`config.mk`:
```
export PLATFORM = sky130hd
export DESIGN_NAME = asi_rw_arb
export DESIGN_NICKNAME = d
export VERILOG_FILES = /design/src/rtl/asi_pkg.sv /design/src/rtl/asi_rw_arb.sv
export SDC_FILE = /design/constraint.sdc
export NUM_CORES = 1
export LEC_CHECK = 0
export BUFFER_PORTS_ARGS = -buffer_cell sky130_fd_sc_hd__buf_2
export CAP_MARGIN = 10
export CORE_AREA = 2 2 80 82
export CTS_BUF_LIST = sky130_fd_sc_hd__clkbuf_8
export CTS_CLUSTER_SIZE = 30
export DETAILED_ROUTE_END_ITERATION = 8
export DIE_AREA = 0 0 82 84
export PLACE_DENSITY = 0.46
export SYNTH_ARGS = -nofsm -noshare
export SYNTH_HDL_FRONTEND = slang
export SYNTH_SLANG_ARGS = --single-unit
```
`constraint.sdc`:
```
create_clock -name usr_clk -period 6.9 [get_ports usr_clk]
set_input_delay 1.38 -clock usr_clk [delete_from_list [all_inputs] [get_ports usr_clk]]
set_output_delay 1.38 -clock usr_clk [all_outputs]
set_load 0.05 [all_outputs]
```
`src/rtl/asi_pkg.sv`:
```
// Shared definitions for the ASI read/write user-memory arbiter.
//   owner_e         : who currently owns the user memory port (IDLE/RD/WR)
//   ARB_WR_FIRST    : ASI_ARB encoding, write side wins a simultaneous request
//   ARB_RD_FIRST    : ASI_ARB encoding, read side wins a simultaneous request
//   pick_owner()    : tie-break selection used from IDLE and at burst end
package asi_pkg;

    typedef enum logic [1:0] {
        IDLE = 2'd0,
        RD   = 2'd1,
        WR   = 2'd2
    } owner_e;

    localparam int ARB_WR_FIRST = 0;
    localparam int ARB_RD_FIRST = 1;

    localparam int BURST_CNT_W = 8;

    // Plain priority pick between the two requesters, no fairness applied.
    function automatic owner_e pick_owner(input logic rreq,
                                          input logic wreq,
                                          input logic rd_first);
        if (rreq && wreq) return rd_first ? RD : WR;
        if (rreq)         return RD;
        if (wreq)         return WR;
        return IDLE;
    endfunction

endpackage

```
`src/rtl/asi_rw_arb.sv`:
```
// Arbiter granting the single user memory port to either the read or the
// write interface, one burst at a time, with a fairness limit on consecutive
// bursts and a sticky no-progress watchdog.
//
// Ports
//   usr_clk, usr_reset_n        : clock, asynchronous active-low reset
//   usr_rrequest/usr_re/usr_rlast : read side request, beat strobe, last beat
//   usr_rgrant                  : read side owns the port (registered)
//   usr_wrequest/usr_we/usr_wlast : write side request, beat strobe, last beat
//   usr_wgrant                  : write side owns the port (registered)
//   arb_stall                   : sticky watchdog flag
//   arb_stall_clr               : clears arb_stall (a simultaneous set wins)
module asi_rw_arb
    import asi_pkg::*;
#(
    parameter int ASI_ARB  = ARB_WR_FIRST,  // 1 = read wins ties, 0 = write wins
    parameter int ARB_MAXB = 4,             // 1..255 consecutive bursts per side
    parameter int ARB_WDOG = 1024           // idle owned cycles before stall, 0 = off
) (
    input  logic usr_clk,
    input  logic usr_reset_n,
    input  logic usr_rrequest,
    input  logic usr_re,
    input  logic usr_rlast,
    output logic usr_rgrant,
    input  logic usr_wrequest,
    input  logic usr_we,
    input  logic usr_wlast,
    output logic usr_wgrant,
    output logic arb_stall,
    input  logic arb_stall_clr
);

    localparam int WDOG_W = (ARB_WDOG > 1) ? $clog2(ARB_WDOG + 1) : 1;
    localparam logic [WDOG_W-1:0]      WDOG_MAX = WDOG_W'(ARB_WDOG);
    localparam logic [BURST_CNT_W-1:0] MAXB_C   = BURST_CNT_W'(ARB_MAXB);
    localparam logic                   RD_FIRST = (ASI_ARB == ARB_RD_FIRST);

    owner_e                  state_q, state_d;
    logic [BURST_CNT_W-1:0]  burst_cnt_q, burst_cnt_d;
    logic                    started_q, started_d;
    logic [WDOG_W-1:0]       wdog_cnt_q, wdog_cnt_d;
    logic                    stall_q, stall_d;

    logic                    own_req, own_beat, own_last, other_req;
    owner_e                  other_side;
    logic [BURST_CNT_W-1:0]  burst_inc;
    logic                    stall_set;

    // NOTE: every signal written here gets a default first, so no path through
    // the case statements can leave a value unassigned and infer a latch.
    always_comb begin
        state_d     = state_q;
        burst_cnt_d = burst_cnt_q;
        started_d   = started_q;
        wdog_cnt_d  = wdog_cnt_q;
        stall_set   = 1'b0;
        own_req     = 1'b0;
        own_beat    = 1'b0;
        own_last    = 1'b0;
        other_req   = 1'b0;
        other_side  = IDLE;

        // Only the owner's strobes matter; the non-owner's are ignored.
        case (state_q)
            RD: begin
                own_req    = usr_rrequest;
                own_beat   = usr_re;
                own_last   = usr_re && usr_rlast;
                other_req  = usr_wrequest;
                other_side = WR;
            end
            WR: begin
                own_req    = usr_wrequest;
                own_beat   = usr_we;
                own_last   = usr_we && usr_wlast;
                other_req  = usr_rrequest;
                other_side = RD;
            end
            default: ;
        endcase

        burst_inc = (burst_cnt_q == '1) ? burst_cnt_q : burst_cnt_q + 1'b1;

        case (state_q)
            IDLE: state_d = pick_owner(usr_rrequest, usr_wrequest, RD_FIRST);
            RD, WR: begin
                if (own_last) begin
                    // Next owner is chosen in the same cycle so back-to-back
                    // bursts see no idle gap; fairness overrides the tie-break.
                    if (other_req && (burst_inc >= MAXB_C))
                        state_d = other_side;
                    else
                        state_d = pick_owner(usr_rrequest, usr_wrequest, RD_FIRST);
                end else if (!started_q && !own_beat && !own_req) begin
                    // Request withdrawn before any beat: give the port back.
                    state_d = IDLE;
                end
            end
            default: state_d = IDLE;
        endcase

        // Consecutive-burst count only survives while the same side keeps it.
        if (state_d == IDLE || state_d != state_q)
            burst_cnt_d = '0;
        else if (own_last)
            burst_cnt_d = burst_inc;

        if (state_q == IDLE || own_last)
            started_d = 1'b0;
        else if (own_beat)
            started_d = 1'b1;

        // Watchdog sets the flag only on the step into saturation, so a clear
        // while the owner is still stuck is not immediately undone.
        if (ARB_WDOG == 0 || state_q == IDLE || own_beat) begin
            wdog_cnt_d = '0;
        end else if (wdog_cnt_q != WDOG_MAX) begin
            wdog_cnt_d = wdog_cnt_q + 1'b1;
            stall_set  = (wdog_cnt_q == WDOG_MAX - WDOG_W'(1));
        end

        stall_d = stall_set || (stall_q && !arb_stall_clr);
    end

    // NOTE: sequential state uses non-blocking assignments so every flop
    // samples the values computed before this edge, independent of order.
    always_ff @(posedge usr_clk or negedge usr_reset_n) begin
        if (!usr_reset_n) begin
            state_q     <= IDLE;
            burst_cnt_q <= '0;
            started_q   <= 1'b0;
            wdog_cnt_q  <= '0;
            stall_q     <= 1'b0;
        end else begin
            state_q     <= state_d;
            burst_cnt_q <= burst_cnt_d;
            started_q   <= started_d;
            wdog_cnt_q  <= wdog_cnt_d;
            stall_q     <= stall_d;
        end
    end

    // Grants decode registered state only, so they are mutually exclusive
    // and have no combinational path from the inputs.
    assign usr_rgrant = (state_q == RD);
    assign usr_wgrant = (state_q == WR);
    assign arb_stall  = stall_q;

endmodule

```
==> results.py <==
metrics = {
    "clock_tree": {
        "cts-root-buf": "clkbuf_8",
        "h-tree-depth": 1,
        "cts_hold_buffers": 0,
        "cts_buffers": 3,
        "cts_tree": "built",
        "cts_sinks": 23,
        "clkLatencyLatePin_ns": 0.26,
        "cts.clk_slew.worst_paths_ns": 0.08,
        "cts_resized": 0,
        "post-cts-setup-buffers": 0,
        "cts_max_path_buffers": 2,
    },
    "route": {
        "drc_errors": 0,
        "drtIter0Drc": 66,
        "wirelength_mm": 2.93,
        "first_pass_iters": 4,
        "via_per_inst": 4.79,
        "via_count": 1165,
        "routedWlPerCell_um": 12.0,
        "ant_nets": 0,
    },
    "floorplan": {
        "die_w_um": 82,
        "rows": 29,
        "die-area_sq_um": 6890,
        "die-height_um": 84,
        "initial_core_util_pct": 24.2,
        "core-area_sq_um": 6100,
        "io_pins": 12,
    },
    "synthesis": {
        "postSynthAreaPerCell_sq_um": 9.56,
        "synth-compound-area-share_pct": 16.4,
        "synth.top_cell.area_share_pct": 39.1,
        "synth-async-reset-ratio_pct": 100,
        "synth-xor-area-share_pct": 7.73,
        "syn-num-nets": 172,
        "synth_commonest_cells": "23 x dfrtp_1, 23 x nor2_1, 10 x nand3_1",
        "synth_top_area_cell": "dfrtp_1",
        "synthAdderAreaFrac_pct": 7.65,
        "synthTopCellsByArea": "dfrtp_1 39%, ha_1 7.6%, nor2_1 5.9%, xor2_1 4.8%, nand3_1 3.4%",
        "synthFlopType": "dfrtp_1",
        "synth_edf_count": 0,
        "ys_ff_latch": 23,
        "synth-simple-area-share_pct": 24.5,
        "yosysUniqueCellTypes": 43,
        "synthCells": 154,
        "synth_warnings": 0,
        "synth-seq-area-share_pct": 39.1,
        "synth_area_sq_um": 1470,
        "muxShareOfSynthArea_pct": 2.04,
        "synth_top_family_by_area": "simple AND/OR/NAND/NOR gates",
    },
    "power": {
        "clkPwrFrac_pct": 19.8,
        "power_frac_comb_pct": 39.3,
        "seqPwrFrac_pct": 40.9,
        "p_int_mw": 0.243,
        "powerDensity_nw_per_um2": 248,
        "netSwitchingFraction_pct": 40.8,
        "power_mw": 0.410,
        "ir_drop_mv": 0.0869,
        "leakagePower_nw": 0.706,
        "p_switching_mw": 0.168,
    },
    "timing": {
        "hold_viol_final": 0,
        "slew_violations": 0,
        "fin_crit_sh_pct": 44.0,
        "skew_ns": 0.00246,
        "worst_hold_slack_ns": 0.540,
        "worst_slew_margin_rel_pct": 57.2,
        "rsz0062_at_grt": "false",
        "min_period_ns": 3.03,
        "worst_pin_slew_ns": 0.637,
        "final.setup.tns_ns": 0,
        "worst_slack_ns": 3.87,
        "fmax_ghz": 0.330,
        "setup_viol": 0,
    },
    "critical_path": {
        "worstPathRequired_ns": 7.03,
        "cp_data_arrival_time_ns": 3.16,
        "cp-end-kind": "flop",
        "start_kind": "primary input",
        "criticalPathCategory": "primary input to flop",
        "cp_max_fo": 8,
    },
    "grt": {
        "grt_max_degree": 24,
        "grt_pass1_vias": 1097,
        "grt_usage_pct": 8.97,
        "grt.overflow.total": 0,
        "antenna_found_initial": 0,
        "grt_pass1_wl_mm": 5.00,
    },
    "layout": {
        "syn_to_final_growth_pct": 12.2,
        "utilization_pct": 27.1,
        "fin_nets": 185,
        "antenna_cells": 0,
        "drive_gt1_share_pct": 13.3,
    },
    "placed_design": {
        "dp_slack_ns": 3.61,
        "hpwl_mm": 2.20,
        "io_buffers": 11,
        "place.gp.congestion": 0.707,
    },
    "worst_hold_path": {
        "hold_path.class": "flop to flop",
    },
    "outcome": {
        "status": "finished clean",
    },
    "run": {
        "maxCapViolCount": 0,
    },
}
[sequential cells by signal (all words and copies together), names as in the netlist]
register and count:
arb_stall 1, burst_cnt_q 8, started_q 1, state_q 2, wdog_cnt_q 11
[area by class of cell]
| class | instances | area, sq um |
|---|---|---|
| Clock buffer | 3 | 41.3 |
| Clock inverter | 1 | 3.75 |
| Fill cell | 641 | 4440 |
| Inverter | 6 | 22.5 |
| Multi-Input combinational cell | 122 | 858 |
| Sequential cell | 23 | 576 |
| Tap cell | 77 | 96.3 |
| Timing Repair Buffer | 11 | 55.1 |
[worst max-delay path, stage by stage]
cell,delay [ns]
buf_2,0.11
a22oi_1,0.17
nor2b_1,0.09
o311a_1,0.35
a221o_1,0.40
o21a_1,0.23
o211ai_4,0.30
a211oi_1,0.13
[worst paths after layout]
kind	start	endpoint	slack, ns	cells past startpoint
setup / recovery	usr_we	burst_cnt_q[5]	3.87	8
hold / removal	arb_stall	arb_stall	0.54	2
setup reg to reg	state_q[1]	burst_cnt_q[5]	4.15	8
hold reg to reg	arb_stall	arb_stall	0.54	2
max in group asynchronous	usr_reset_n	burst_cnt_q[2]	5.48	1
min in group asynchronous	usr_reset_n	wdog_cnt_q[1]	1.08	1
[routing by layer]
layer | up-vias | routed length (um) | GRT usage, % | part of all wire, %
met4 | 0 | 41 | 2.73 | 1.4
li1 | 583 | - | - | -
met3 | 6 | 72 | 1.84 | 2.5
met1 | 560 | 1480 | 12.3 | 51
met2 | 16 | 1330 | 14.0 | 45
met5 | - | 0 | 0 | 0
[cells in the final DEF (no fill, tap or decap), types with 2 or more instances in the layout]
cell type,n
a22oi_1,2
or3_1,2
xor2_1,8
nand3_1,10
inv_1,7
nor4_1,3
nor3_1,2
a22o_1,2
nand2_1,8
o21a_1,2
mux2i_1,3
buf_2,11
xnor2_1,5
ha_1,9
nor2_1,23
or2b_1,3
a21oi_1,7
nand4_1,3
dfrtp_1,23
and3_1,4
clkbuf_8,3
a211oi_1,6
[power by group through the flow]
stage                     combinational, mW  sequential, mW  clock (mW)
final                                 0.161           0.168      0.0813
after global routing                  0.183           0.170      0.0911
after CTS                             0.164           0.168      0.0850
after detailed placement              0.163           0.171           0
after global placement                0.165           0.171           0
after floorplan                       0.132           0.165           0
[kinds of logic (layout without fill, tap and decap cells)]
kind of cell	count (synthesis)	count (layout)
muxes	3	3
buffers and inverters	9	21
xor gates and xnor gates	13	13
and+or+nand+nor	68	68
AOI/OAI and AO/OA	29	29
adders and majority gates	9	9
DFF	23	23
[through the flow]
stage	cells	instance area, sq um
after global routing	243	1650
after CTS	243	1650
after floorplan	154	1470
after global placement	239	1610
final	243	1650
after detailed placement	239	1610
Note: power is estimated with default switching activity, not from simulation.
